## src/rtl/display_timings_param_if.sv

```systemverilog
// Raster timing bundle between the timing source and its consumers.
// frame_cnt exists only when DISPLAY_TIMINGS_FCNT_EN is defined.
interface display_timings_param_if #(
  parameter int CORDW = 10
);
  logic             en;
  logic [CORDW-1:0] sx;
  logic [CORDW-1:0] sy;
  logic             hsync;
  logic             vsync;
  logic             de;
  logic             frame;
  logic             line;
`ifdef DISPLAY_TIMINGS_FCNT_EN
  logic [15:0]      frame_cnt;
`endif

  modport master (
    input  en,
    output sx, sy,
    output hsync, vsync, de,
`ifdef DISPLAY_TIMINGS_FCNT_EN
    output frame_cnt,
`endif
    output frame, line
  );

  modport slave (
    output en,
    input  sx, sy,
    input  hsync, vsync, de,
`ifdef DISPLAY_TIMINGS_FCNT_EN
    input  frame_cnt,
`endif
    input  frame, line
  );
endinterface

```

## src/rtl/display_timings_param.sv

```systemverilog
// Parametrised raster timing generator with pixel-clock enable.
// Optional 16-bit frame counter under DISPLAY_TIMINGS_FCNT_EN.
module display_timings_param #(
  parameter int CORDW  = 10,
  parameter int H_RES  = 640,
  parameter int H_FP   = 16,
  parameter int H_SYNC = 96,
  parameter int H_BP   = 48,
  parameter int V_RES  = 480,
  parameter int V_FP   = 10,
  parameter int V_SYNC = 2,
  parameter int V_BP   = 33,
  parameter bit H_POL  = 1'b0,
  parameter bit V_POL  = 1'b0
) (
  input logic                     clk_pix,
  input logic                     rst,
  display_timings_param_if.master tim
);

  localparam int H_TOTAL = H_RES + H_FP + H_SYNC + H_BP;
  localparam int V_TOTAL = V_RES + V_FP + V_SYNC + V_BP;

  if (H_TOTAL > (2 ** CORDW)) begin : g_h_err
    $error("H_TOTAL does not fit in CORDW bits");
  end
  if (V_TOTAL > (2 ** CORDW)) begin : g_v_err
    $error("V_TOTAL does not fit in CORDW bits");
  end
  if (H_BP < 1) begin : g_hbp_err
    $error("H_BP must be at least 1");
  end
  if (V_BP < 1) begin : g_vbp_err
    $error("V_BP must be at least 1");
  end

  typedef logic [CORDW-1:0] coord_t;

  localparam coord_t H_LAST = coord_t'(H_TOTAL - 1);
  localparam coord_t V_LAST = coord_t'(V_TOTAL - 1);
  localparam coord_t H_ACT  = coord_t'(H_RES);
  localparam coord_t V_ACT  = coord_t'(V_RES);
  localparam coord_t HS_ON  = coord_t'(H_RES + H_FP);
  localparam coord_t HS_OFF = coord_t'(H_RES + H_FP + H_SYNC);
  localparam coord_t VS_ON  = coord_t'(V_RES + V_FP);
  localparam coord_t VS_OFF = coord_t'(V_RES + V_FP + V_SYNC);
  localparam coord_t ONE    = coord_t'(1);

  coord_t sx_q, sx_d;
  coord_t sy_q, sy_d;
  logic   hs_q, hs_d;
  logic   vs_q, vs_d;
  logic   de_q, de_d;
  logic   fr_q, fr_d;
  logic   ln_q, ln_d;
  logic   h_wrap;

  // Outputs are decoded from the position about to be loaded,
  // so every registered flag lines up with sx/sy.
  always_comb begin
    h_wrap = (sx_q == H_LAST);
    sx_d   = h_wrap ? '0 : sx_q + ONE;
    sy_d   = sy_q;
    if (h_wrap) begin
      sy_d = (sy_q == V_LAST) ? '0 : sy_q + ONE;
    end
    hs_d = ((sx_d >= HS_ON) && (sx_d < HS_OFF)) ? H_POL : ~H_POL;
    vs_d = ((sy_d >= VS_ON) && (sy_d < VS_OFF)) ? V_POL : ~V_POL;
    de_d = (sx_d < H_ACT) && (sy_d < V_ACT);
    ln_d = (sx_d == '0);
    fr_d = (sx_d == '0) && (sy_d == '0);
  end

  always_ff @(posedge clk_pix or posedge rst) begin
    if (rst) begin
      sx_q <= H_LAST;
      sy_q <= V_LAST;
      hs_q <= ~H_POL;
      vs_q <= ~V_POL;
      de_q <= 1'b0;
      fr_q <= 1'b0;
      ln_q <= 1'b0;
    end else if (tim.en) begin
      sx_q <= sx_d;
      sy_q <= sy_d;
      hs_q <= hs_d;
      vs_q <= vs_d;
      de_q <= de_d;
      fr_q <= fr_d;
      ln_q <= ln_d;
    end else begin
      // Strobes never outlive one clk_pix cycle while held.
      fr_q <= 1'b0;
      ln_q <= 1'b0;
    end
  end

  assign tim.sx    = sx_q;
  assign tim.sy    = sy_q;
  assign tim.hsync = hs_q;
  assign tim.vsync = vs_q;
  assign tim.de    = de_q;
  assign tim.frame = fr_q;
  assign tim.line  = ln_q;

`ifdef DISPLAY_TIMINGS_FCNT_EN
  logic [15:0] fcnt_q;

  always_ff @(posedge clk_pix or posedge rst) begin
    if (rst) begin
      fcnt_q <= '0;
    end else if (tim.en && fr_d) begin
      fcnt_q <= fcnt_q + 16'd1;
    end
  end

  assign tim.frame_cnt = fcnt_q;
`endif

endmodule

```

## src/flat_wrapper.sv

```systemverilog
// flat-port wrapper written by rule: the top's interface ports become plain ports
module display_timings_param_flat 
#(
  parameter int CORDW  = 10,
  parameter int H_RES  = 640,
  parameter int H_FP   = 16,
  parameter int H_SYNC = 96,
  parameter int H_BP   = 48,
  parameter int V_RES  = 480,
  parameter int V_FP   = 10,
  parameter int V_SYNC = 2,
  parameter int V_BP   = 33,
  parameter bit H_POL  = 1'b0,
  parameter bit V_POL  = 1'b0
)
  (clk_pix, rst, tim_en, tim_sx, tim_sy, tim_hsync, tim_vsync, tim_de, tim_frame, tim_line);
  display_timings_param_if #(.CORDW(CORDW)) tim_i ();
  input logic clk_pix;
  input logic rst;
  input wire logic [$bits(tim_i.en)-1:0] tim_en;
  output wire logic [$bits(tim_i.sx)-1:0] tim_sx;
  output wire logic [$bits(tim_i.sy)-1:0] tim_sy;
  output wire logic [$bits(tim_i.hsync)-1:0] tim_hsync;
  output wire logic [$bits(tim_i.vsync)-1:0] tim_vsync;
  output wire logic [$bits(tim_i.de)-1:0] tim_de;
  output wire logic [$bits(tim_i.frame)-1:0] tim_frame;
  output wire logic [$bits(tim_i.line)-1:0] tim_line;
  assign tim_i.en = tim_en;
  assign tim_sx = tim_i.sx;
  assign tim_sy = tim_i.sy;
  assign tim_hsync = tim_i.hsync;
  assign tim_vsync = tim_i.vsync;
  assign tim_de = tim_i.de;
  assign tim_frame = tim_i.frame;
  assign tim_line = tim_i.line;
  display_timings_param #(.CORDW(CORDW), .H_RES(H_RES), .H_FP(H_FP), .H_SYNC(H_SYNC), .H_BP(H_BP), .V_RES(V_RES), .V_FP(V_FP), .V_SYNC(V_SYNC), .V_BP(V_BP), .H_POL(H_POL), .V_POL(V_POL)) u_core (.clk_pix(clk_pix), .rst(rst), .tim(tim_i));
endmodule
```

## config.mk

```make
export PLATFORM = sky130hd
export DESIGN_NAME = display_timings_param_flat
export DESIGN_NICKNAME = d
export VERILOG_FILES = /design/src/rtl/display_timings_param_if.sv /design/src/rtl/display_timings_param.sv /design/src/flat_wrapper.sv
export SDC_FILE = /design/constraint.sdc
export NUM_CORES = 1
export LEC_CHECK = 0
export ABC_CLOCK_PERIOD_IN_PS = 6800
export CAP_MARGIN = 20
export CELL_PAD_IN_SITES_DETAIL_PLACEMENT = 1
export CELL_PAD_IN_SITES_GLOBAL_PLACEMENT = 1
export CORE_AREA = 2 2 68 70
export DETAILED_ROUTE_END_ITERATION = 10
export DIE_AREA = 0 0 70 72
export PLACE_DENSITY = 0.8
export RECOVER_POWER = 50
export SYNTH_ARGS = -nofsm -noshare
export SYNTH_HDL_FRONTEND = slang
export SYNTH_SLANG_ARGS = --single-unit
```

## constraint.sdc

```tcl
create_clock -name clk_pix -period 6.8 [get_ports clk_pix]
set_clock_uncertainty 0.05 [all_clocks]
set_input_delay 1.02 -clock clk_pix [delete_from_list [all_inputs] [get_ports clk_pix]]
set_output_delay 1.02 -clock clk_pix [all_outputs]
set_load 0.005 [all_outputs]
```

# Yosys cells after proc, flatten, opt, wreduce, memory -nomap -nowiden
# Index checks and enable logic that the tools add are counted.
word_totals:
  input_bits: 3
  word_cells: 30
  reg_bits: 25
  out_inout_bits: 25
op_classes:
  order_cmp: 6
  reduce_logical: 6
  add_sub_neg: 2
  n_eq_ne: 2
  mux: 7
ops:
  columns: ["cell", "count"]
  rows:
  - ["two-way mux 10 bit", 3]
  - ["adder 10 x 1 -> 10 bit, second input constant", 2]
  - ["equality test 10 bit, second input constant", 2]
  - ["zero test 10 bit", 2]
  - ["< comparator 10 bit, second input constant", 2]
  - ["< comparator 10 x 9 -> 1 bit, second input constant", 2]
  - ["greater-or-equal comparator 10 bit, second input constant", 1]
  - ["greater-or-equal comparator 10 x 9 -> 1 bit, second input constant", 1]
  - ["logical AND 1 bit", 4]
  - ["two-way mux 1 bit", 4]

# Longest topological paths before layout
# Gate-level depths: netlist (run 1).
depth:
  ltp_word: 6
  ltp_mapped: 9
  depth_no_buf: 7

# Worst setup path before layout (run 1)
# OpenSTA, ideal clock, no wires.
synth_timing:
  kind: "register to register"
  start: "register u_core.sx_q[0] (netlist: u_core.tim.sx[0])"
  end: "register u_core.fr_q (netlist: u_core.tim.frame)"
  t_required_ns: 6.656
  setup_time_ns: 0.094
  synth_period_minus_slack_ns: 2.401
  n_path_buf: 0
  path_slack_ns: 4.399
  t_arrival_ns: 2.256
  stages_incl_launch_ff: 7
  cell_sequence: "dfstp_2 -> ha_1 -> and4_2 -> nor2_1 -> o32a_1 -> or4_4 -> nor4b_4"
synth_between:
  elab_chain_cells: 5
  word_cells_on_any_way: 8
  classes_between: "add/sub (1); eq/ne (1); mux (3); reduce/logical (3)"
synth_rtl:
  columns: ["element", "line_no", "rtl"]
  rows:
  - ["start, declared", "display_timings_param.sv:49", "coord_t sx_q, sx_d;"]
  - ["start signal, assigned", "display_timings_param.sv:76", "sx_q <= H_LAST;"]
  - ["start signal, assigned", "display_timings_param.sv:84", "sx_q <= sx_d;"]
  - ["adder 10 x 1 -> 10 bit / equality test 10 bit (equally long branches)", "display_timings_param.sv:62, display_timings_param.sv:61", null]
  - ["two-way mux 10 bit (on tied branches)", "display_timings_param.sv:62, display_timings_param.sv:64", null]
  - ["zero test 10 bit", "display_timings_param.sv:71", "fr_d = (sx_d == '0) && (sy_d == '0);"]
  - ["logical AND 1 bit *", "display_timings_param.sv:71", null]
  - ["two-way mux 1 bit *", "display_timings_param.sv:83", "end else if (tim.en) begin"]
  - ["end signal, assigned", "display_timings_param.sv:89", "fr_q <= fr_d;"]
  - ["end, declared", "display_timings_param.sv:54", "logic fr_q, fr_d;"]
# Every way passes the cells marked *; elsewhere a longest branch is shown, timed or not.
# A chain may end at the register's enable or synchronous reset.

# Worst setup path in the final report (run 1)
layout_timing:
  start: "input port tim_en"
  end: "register u_core.fr_q (netlist: u_core.tim.frame)"
layout_between:
  elab_chain_cells: 1
layout_rtl:
  columns: ["element", "line_no", "rtl"]
  rows:
  - ["start, declared", "flat_wrapper.sv:20", "input wire logic [$bits(tim_i.en)-1:0] tim_en;"]
  - ["two-way mux 1 bit", "display_timings_param.sv:83", null]
# No other way between the ends.

==> impl_metrics.toml, run 1 <==
[global_routing]
first_global_vias = 1579
grt_pass1_wl_um = 7790
global_route.overflow_total = 0
globalRouteTotalUtil_pct = 19.35
initial_antenna_violation_count = 0
maximum_number_of_pins_on_one_net_before_global_route_repair = 28

[detailed_routing]
detailedRoute.firstIterationViolations = 78
routed-via-count = 1529
post-route-drc-count = 0
antenna_violating_nets_remaining = 0
avgRoutedWirePerCell_um = 17.71
drt-total-wl_um = 4535
drt_pass1_iterations = 4
detail_route.vias_per_cell = 5.973

[critical_path]
cp_slowest_stage_delay_ps = 840
timing.critical_path.to_type = "flop"
crit_end = "u_core.tim.frame$_DFF_PP0_"
crit_cells = 5
path_delay_family = "buffers and inverters"
worstPathArrival_ps = 3570
regToRegStartpoint = "u_core.tim.sx[0]$_DFFE_PP1P_"
startpoint = "tim_en"
rr_endpoint = "u_core.tim.frame$_DFF_PP0_"
startpoint_type = "input port"
cp_cell_sequence = "dlygate4sd3_1 -> clkbuf_1 -> o211ai_1 -> or4_4 -> nor4b_4"
crit_buf_inv = 2
worst-path-max-fanout = 27
required_ps = 6930
path_class = "in -> reg"
cpMaxStageDelayCell = "clkbuf_1"
rr_worst_depth = 7
regToRegSetupSlack_ps = 3730

[synth]
synth_seq_area_share_pct = 37.18
synth.area.top_cells = "dfrtp_1 19%, dfstp_2 18%, xnor2_1 4.6%"
syn-cell-area_sq_um = 1723
synth_largest_type_area_fraction_pct = 18.88
synthesis.yosys.warnings = 0
synth.largest_area_cell = "dfrtp_1"
synth-seq-cells = 25
syn_area_per_cell_sq_um = 9.263
syn-instance-count = 186
synth_async_sr_flop_share_pct = 100.0
syn_nets = 193
synth_cell_type_count = 59
ys_dominant_reg_cell = "dfrtp_1"
synth_edf_count = 0

[clocking]
clock_path_buffers = 2
cts_hold_buf = 0
cts_root_buffer = "clkbuf_8"
post_cts.repair.setup_buffers = 0
path_clk_slew_ps = 90
cts_tree = "built"
cts.sink_count = 25
ctsHtreeMaxLevel = 1
cts.repair.resized = 0
clock_insertion_delay_worst_skew_ps = 270
tritoncts.num_buffers = 3

[job]
max_cap_viol_count = 0

[power]
powerDensity_nw_per_um2 = 300.4
peakVddDrop_v = 0.0001878
leakage_nw = 0.7863

[sta]
final_hold_viol_count = 0
worst_pin_slew_ps = 1144
slew_headroom_pct = 23.76
layout_worst_path_cycle_share_pct = 50.49
timing.fmax_ghz = 0.2912
rsz0062_at_grt = "false"
min_period_ps = 3434
final.setup.tns_ps = 0
drv_slew = 0
setup-violations-final = 0

[die]
core-area_sq_um = 4264
die_width_um = 70
initial_core_util_pct = 40.40
io_pins = 28
placementRows = 24
die_y_um = 72
die_area_sq_um = 5040

[placed_design]
globalplace.congestion = 0.8381
port_buffers = 27
dp_hpwl_um = 3387

[layout]
final_nets = 212
mostFrequentLayoutCell = "clkdlybuf4s50_1"
final_design_utilization_pct = 48.03
sequential_cell_area_sq_um = 640.6
most-common-layout-cells = "22 x clkdlybuf4s50_1, 14 x nor2_1, 13 x dfrtp_1"
area_delta_synth_final_pct = 18.88
antennaDiodeCount = 0
n_fill_cell = 502
drive_gt1_share_pct = 16.67
multi_input_comb_area_sq_um = 997.2

[min_path]
hold_path.class = "reg -> reg"

[outcome]
outcome = "complete, no violations"
==> area by class of cell <==
type | count | share of cell area [%]
clock buffer | 3 | 2.016
multi-input combinational | 141 | 48.69
timing repair buffer | 28 | 13.38
clock inverter | 1 | 0.3665
sequential | 25 | 31.28
tap | 52 | 3.177
inverter | 6 | 1.100
==> worst min path at each step <==
stage	start	to	slack, ps	depth (start not counted)
detailed placement	u_core.tim.de$_DFFE_PP0P_	u_core.tim.de$_DFFE_PP0P_	440	1
CTS	u_core.tim.vsync$_DFFE_PP1P_	u_core.tim.vsync$_DFFE_PP1P_	450	2
finish	u_core.tim.vsync$_DFFE_PP1P_	u_core.tim.vsync$_DFFE_PP1P_	450	2
global placement	u_core.tim.de$_DFFE_PP0P_	u_core.tim.de$_DFFE_PP0P_	430	1
global route	u_core.tim.hsync$_DFFE_PP1P_	u_core.tim.hsync$_DFFE_PP1P_	490	2
floorplan	u_core.tim.hsync$_DFFE_PP1P_	u_core.tim.hsync$_DFFE_PP1P_	430	2
==> tightest hold or removal path, cell delays in order (launching register included) <==
cell,delay [ps]
dfstp_2,380
nor2_1,80
a31oi_1,50
==> where the power goes <==
group	internal, mW	switching [mW]
combinational	0.133	0.113
clock	0.0416	0.0504
sequential	0.200	0.0773
total	0.375	0.240
==> cells in the mapped netlist, drive strengths merged (3+ instances only) <==
master,count
a31oi,3
xnor2,9
nor3,8
mux2,5
or2,3
buf,4
nand3,8
nand4b,3
and2,3
a21oi,9
ha,4
nand2,11
dfstp,12
xor2,4
nand4,9
nor2,14
dfrtp,13
and3,3
inv,6
o21ai,13
and4,4
clkbuf,10
==> routing by layer <==
| layer | wire length (um) | GRT usage, % | vias to the layer above | part of all wire [%] |
|---|---|---|---|---|
| met4 | 117 | 8.120 | 0 | 2.6 |
| li1 | - | - | 716 | - |
| met1 | 1988 | 24.01 | 766 | 44 |
| met5 | 0 | 0 | - | 0 |
| met2 | 2294 | 34.39 | 35 | 51 |
| met3 | 133 | 2.222 | 12 | 2.9 |
==> cells by family after synthesis <==
group | Yosys count | synth area share, %
fa+ha+maj | 4 | 2.905
flops | 25 | 37.18
compound gates | 41 | 15.32
buf+inv | 20 | 4.938
xor+xnor | 13 | 6.609
mux | 6 | 3.849
simple gates | 77 | 29.19
==> through the flow <==
step	hold WS, ps	worst slack [ps]	instances	power, mW	instance area (sq um)
5_1_grt	487.5	3138	256	0.6627	2048
6_report	451.8	3366	256	0.6152	2048
3_5_place_dp	438.7	3792	252	0.5273	2003
2_1_floorplan	425.5	4399	186	0.4156	1723
3_3_place_gp	433.0	3908	252	0.5115	2003
4_1_cts	453.0	3758	256	0.6225	2052
==> sequential cells by signal, indices dropped and copies added, names as in the netlist <==
name / count
u_core.tim.de: 1
u_core.tim.frame: 1
u_core.tim.hsync: 1
u_core.tim.line: 1
u_core.tim.sx: 10
u_core.tim.sy: 10
u_core.tim.vsync: 1
No activity file was read; power rests on OpenSTA's default activity.
==> run 2: changes to the inputs <==
--- a/config.mk
+++ b/config.mk
@@ -5,14 +5,14 @@
 export SDC_FILE = /design/constraint.sdc
 export NUM_CORES = 1
 export LEC_CHECK = 0
-export ABC_CLOCK_PERIOD_IN_PS = 6800
+export ABC_CLOCK_PERIOD_IN_PS = 3500
 export CAP_MARGIN = 20
 export CELL_PAD_IN_SITES_DETAIL_PLACEMENT = 1
 export CELL_PAD_IN_SITES_GLOBAL_PLACEMENT = 1
-export CORE_AREA = 2 2 68 70
+export CORE_AREA = 2 2 69 71
 export DETAILED_ROUTE_END_ITERATION = 10
-export DIE_AREA = 0 0 70 72
-export PLACE_DENSITY = 0.8
+export DIE_AREA = 0 0 71 73
+export PLACE_DENSITY = 0.78
 export RECOVER_POWER = 50
 export SYNTH_ARGS = -nofsm -noshare
 export SYNTH_HDL_FRONTEND = slang
==> constraint.sdc (replaced) <==
create_clock -name clk_pix -period 3.5 [get_ports clk_pix]
set_clock_uncertainty 0.05 [all_clocks]
set_input_delay 0.525 -clock clk_pix [delete_from_list [all_inputs] [get_ports clk_pix]]
set_output_delay 0.525 -clock clk_pix [all_outputs]
set_load 0.005 [all_outputs]
==> impl_metrics.toml, run 2 (same netlist as run 1, synthesis figures left out) <==
[clocking]
clock_insertion_delay_worst_skew_ps = 270
tritoncts.num_buffers = 3
ctsHtreeMaxLevel = 1
post_cts.repair.setup_buffers = 0
cts.repair.resized = 0
cts_hold_buf = 0
cts_root_buffer = "clkbuf_8"
cts_tree = "built"
cts.sink_count = 25
clock_path_buffers = 2
path_clk_slew_ps = 90

[die]
die_y_um = 73
initial_core_util_pct = 37.99
io_pins = 28
die_area_sq_um = 5183
core-area_sq_um = 4536
placementRows = 25
die_width_um = 71

[layout]
most-common-layout-cells = "20 x clkdlybuf4s50_1, 14 x nor2_1, 13 x dfrtp_1"
area_delta_synth_final_pct = 19.54
post_layout_nonfiller_instances = 260
n_fill_cell = 537
final_design_utilization_pct = 45.41
mostFrequentLayoutCell = "clkdlybuf4s50_1"
final_cell_area_sq_um = 2059
antennaDiodeCount = 0
drive_gt1_share_pct = 16.99
final_nets = 214

[placed_design]
pre_cts_slack_ps = 903.9
port_buffers = 27
globalplace.congestion = 0.8395
dp_hpwl_um = 3181
dpl_cell_area_sq_um = 2013
post-place-cells = 255

[detailed_routing]
avgRoutedWirePerCell_um = 17.22
drt-total-wl_um = 4476
antenna_violating_nets_remaining = 0
post-route-drc-count = 0
routed-via-count = 1481
detailedRoute.firstIterationViolations = 68
detail_route.vias_per_cell = 5.696
drt_pass1_iterations = 4

[sta]
layout_worst_path_cycle_share_pct = 83.45
worst_pin_slew_ps = 1205
final_critical_path_setup_slack_ps = 579.2
setup-violations-final = 0
slew_headroom_pct = 19.68
timing.fmax_ghz = 0.3424
min_period_ps = 2921
final_hold_viol_count = 0
fin_worst_hold_slack_ps = 443.1
final.setup.tns_ps = 0
drv_slew = 0
rsz0062_at_grt = "false"

[global_routing]
initial_antenna_violation_count = 0
global_route.overflow_total = 0
maximum_number_of_pins_on_one_net_before_global_route_repair = 28
grt_pass1_wl_um = 7748
globalRouteTotalUtil_pct = 18.54
gr_util_met2_pct = 33.85
first_global_vias = 1555
global_route.usage.met1_pct = 23.31
met3_usage_pct = 2.486
global_route.peak_usage_layer = "met2"

[critical_path]
timing.critical_path.to_type = "flop"
path_class = "in -> reg"
cp_cell_sequence = "clkdlybuf4s50_1 -> clkbuf_1 -> o211ai_1 -> or4_4 -> nor4b_4"
rr_worst_depth = 7
required_ps = 3630
crit_end = "u_core.tim.frame$_DFF_PP0_"
rr_endpoint = "u_core.tim.frame$_DFF_PP0_"
startpoint = "tim_en"
worstPathArrival_ps = 3050
regToRegSetupSlack_ps = 890
worst-path-max-fanout = 27
cpMaxStageDelayCell = "clkbuf_1"
startpoint_type = "input port"
cp_slowest_stage_delay_ps = 880
regToRegStartpoint = "u_core.tim.sx[0]$_DFFE_PP1P_"

[power]
peakVddDrop_v = 0.0002805
fin_total_pwr_mw = 1.172
powerDensity_nw_per_um2 = 569.1
leakage_nw = 0.7941

[outcome]
outcome = "complete, no violations"

[min_path]
hold_path.class = "reg -> reg"

[job]
max_cap_viol_count = 0
-- run 2: report_power, final --
| group | switching [mW] | internal, mW |
|---|---|---|
| Combinational | 0.201 | 0.255 |
| Clock | 0.0967 | 0.0798 |
| Sequential | 0.151 | 0.389 |
| Total | 0.448 | 0.724 |
-- run 2: critical path: cells and delay by family --
family / cells / cell delay [ps]
compound gates: 1 / 310
buf+inv: 2 / 1340
simple gates: 2 / 870
-- run 2: worst min-delay path by stage --
stage | slack (ps) | to | cells after the start | from
3_3_place_gp | 430 | u_core.tim.de$_DFFE_PP0P_ | 1 | u_core.tim.de$_DFFE_PP0P_
2_1_floorplan | 430 | u_core.tim.hsync$_DFFE_PP1P_ | 2 | u_core.tim.hsync$_DFFE_PP1P_
5_1_grt | 480 | u_core.tim.de$_DFFE_PP0P_ | 1 | u_core.tim.de$_DFFE_PP0P_
4_1_cts | 450 | u_core.tim.vsync$_DFFE_PP1P_ | 2 | u_core.tim.vsync$_DFFE_PP1P_
6_report | 440 | u_core.tim.vsync$_DFFE_PP1P_ | 2 | u_core.tim.vsync$_DFFE_PP1P_
3_5_place_dp | 430 | u_core.tim.de$_DFFE_PP0P_ | 1 | u_core.tim.de$_DFFE_PP0P_
-- run 2: cell type report --
class	count	area, sq um	area share, %
Clock buffer	3	41.29	2.005
Multi-Input combinational cell	141	997.2	48.42
Tap cell	54	67.56	3.281
Clock inverter	1	5.005	0.2430
Inverter	6	22.52	1.094
Sequential cell	25	640.6	31.11
Timing Repair Buffer	30	285.3	13.85
-- run 2: routing by layer --
metal  vias up  share of wire, %
met4         0               1.3
met1       726                45
met2        26                51
met5         -                 0
li1        722                 -
met3         7               2.8
==> run 3: changes to the inputs <==
--- a/config.mk
+++ b/config.mk
@@ -5,7 +5,7 @@
 export SDC_FILE = /design/constraint.sdc
 export NUM_CORES = 1
 export LEC_CHECK = 0
-export ABC_CLOCK_PERIOD_IN_PS = 3500
+export ABC_CLOCK_PERIOD_IN_PS = 2760
 export CAP_MARGIN = 20
 export CELL_PAD_IN_SITES_DETAIL_PLACEMENT = 1
 export CELL_PAD_IN_SITES_GLOBAL_PLACEMENT = 1
==> constraint.sdc (replaced) <==
create_clock -name clk_pix -period 2.76 [get_ports clk_pix]
set_clock_uncertainty 0.05 [all_clocks]
set_input_delay 0.414 -clock clk_pix [delete_from_list [all_inputs] [get_ports clk_pix]]
set_output_delay 0.414 -clock clk_pix [all_outputs]
set_load 0.005 [all_outputs]
==> impl_metrics.toml, run 3 (same netlist as run 1, synthesis figures left out) <==
[power]
powerDensity_nw_per_um2 = 714.8
peakVddDrop_v = 0.0004063
leakage_nw = 0.8001
fin_total_pwr_mw = 1.477

[critical_path]
startpoint_type = "flop"
required_ps = 2890
crit_cells = 7
cp_cell_sequence = "ha_1 -> and4_2 -> nand3_2 -> nand3_1 -> o21ai_1 -> or4_4 -> nor4b_4"
path_class = "reg -> reg"
crit_buf_inv = 0
cpMaxStageDelayCell = "dfstp_2"
cp_slowest_stage_delay_ps = 590
worstPathArrival_ps = 2700
path_delay_family = "simple AND/OR/NAND/NOR gates"
worst-path-max-fanout = 7
timing.critical_path.to_type = "flop"
rr_worst_depth = 7

[layout]
post_layout_nonfiller_instances = 261
most-common-layout-cells = "18 x clkdlybuf4s50_1, 14 x nor2_1, 13 x dfrtp_1"
final_cell_area_sq_um = 2067
final_nets = 215
mostFrequentLayoutCell = "clkdlybuf4s50_1"
area_delta_synth_final_pct = 19.97
drive_gt1_share_pct = 17.39
antennaDiodeCount = 0

[detailed_routing]
antenna_violating_nets_remaining = 0
drt_pass1_iterations = 4
post-route-drc-count = 0
routed-via-count = 1467
detailedRoute.firstIterationViolations = 59
drt-total-wl_um = 4389
avgRoutedWirePerCell_um = 16.82
detail_route.vias_per_cell = 5.621

[sta]
final.setup.tns_ps = 0
slew_headroom_pct = 23.05
drv_slew = 0
layout_worst_path_cycle_share_pct = 93.20
timing.fmax_ghz = 0.3887
final_hold_viol_count = 0
min_period_ps = 2572
setup-violations-final = 0
rsz0062_at_grt = "false"
worst_pin_slew_ps = 1154

[placed_design]
post-place-cells = 257
dpl_cell_area_sq_um = 2028
globalplace.congestion = 0.8227
dp_hpwl_um = 3281
port_buffers = 27

[clocking]
clock_insertion_delay_worst_skew_ps = 260
clock_path_buffers = 2
cts.repair.resized = 0
ctsHtreeMaxLevel = 1
path_clk_slew_ps = 90
cts_tree = "built"
post_cts.repair.setup_buffers = 0
cts_root_buffer = "clkbuf_8"
cts.sink_count = 25
cts_hold_buf = 0
tritoncts.num_buffers = 3

[die]
io_pins = 28
initial_core_util_pct = 37.99
core-area_sq_um = 4536
placementRows = 25
die_y_um = 73
die_width_um = 71
die_area_sq_um = 5183

[global_routing]
grt_pass1_wl_um = 7714
first_global_vias = 1537
globalRouteTotalUtil_pct = 18.66
global_route.overflow_total = 0
maximum_number_of_pins_on_one_net_before_global_route_repair = 27
initial_antenna_violation_count = 0

[min_path]
hold_path.class = "reg -> reg"
worstHoldPathCells = 1

[outcome]
outcome = "complete, no violations"

[job]
max_cap_viol_count = 0
-- run 3: changes by cell type in the layout (fill, tap and decap cells not counted), sizes merged --
cell	delta
buf	+1
clkdlybuf4s50	-2
dlygate4sd3	+2
-- run 3: worst reg2reg max path, cell delays in order (launching register included) --
cell	delay, ps
dfstp_2	590
ha_1	310
and4_2	320
nand3_2	170
nand3_1	160
o21ai_1	70
or4_4	550
nor4b_4	270
-- run 3: metal layers --
layer,share of wire [%],wire length [um],GRT usage [%],vias to the layer above
met5,0,0,0,-
met4,0.80,35,4.612,0
met3,2.4,104,2.624,4
met2,52,2261,32.61,23
met1,45,1988,24.44,715
li1,-,-,-,725
-- run 3: final cells by class --
cell class / instances / area, sq um
clock inverters: 1 / 5.005
multi-input cells: 141 / 997.2
inverters: 6 / 22.52
repair buffers: 31 / 292.8
fillers: 528 / 2469
flip-flops and latches: 25 / 640.6
well taps: 54 / 67.56
clock buffers: 3 / 41.29
-- run 3: stage by stage --
step / hold slack, ps / util [%] / worst slack (ps)
6_report: 440.8 / 45.57 / 187.6
5_1_grt: 468.4 / 45.57 / 23.55
4_1_cts: 448.0 / 45.74 / 182.1
3_5_place_dp: 426.5 / 44.72 / 195.1
3_3_place_gp: 433.2 / 44.72 / 283.5
2_1_floorplan: 382.4 / - / 359.4
-- run 3: worst paths after layout --
| kind | startpoint | to | slack, ps |
|---|---|---|---|
| setup / recovery | u_core.tim.sx[0]$_DFFE_PP1P_ | u_core.tim.frame$_DFF_PP0_ | 190 |
| hold / removal | u_core.tim.de$_DFFE_PP0P_ | u_core.tim.de$_DFFE_PP0P_ | 440 |
| setup reg to reg | u_core.tim.sx[0]$_DFFE_PP1P_ | u_core.tim.frame$_DFF_PP0_ | 190 |
| hold reg to reg | u_core.tim.de$_DFFE_PP0P_ | u_core.tim.de$_DFFE_PP0P_ | 440 |
| max in group asynchronous | rst | u_core.tim.sx[1]$_DFFE_PP1P_ | 1190 |
| min in group asynchronous | rst | u_core.tim.sx[7]$_DFFE_PP0P_ | 680 |
-- run 3: where the power goes --
part	internal, mW	switching (mW)	leakage [nW]
clock network	0.101	0.114	0.0255
logic	0.323	0.255	0.478
registers	0.493	0.191	0.296
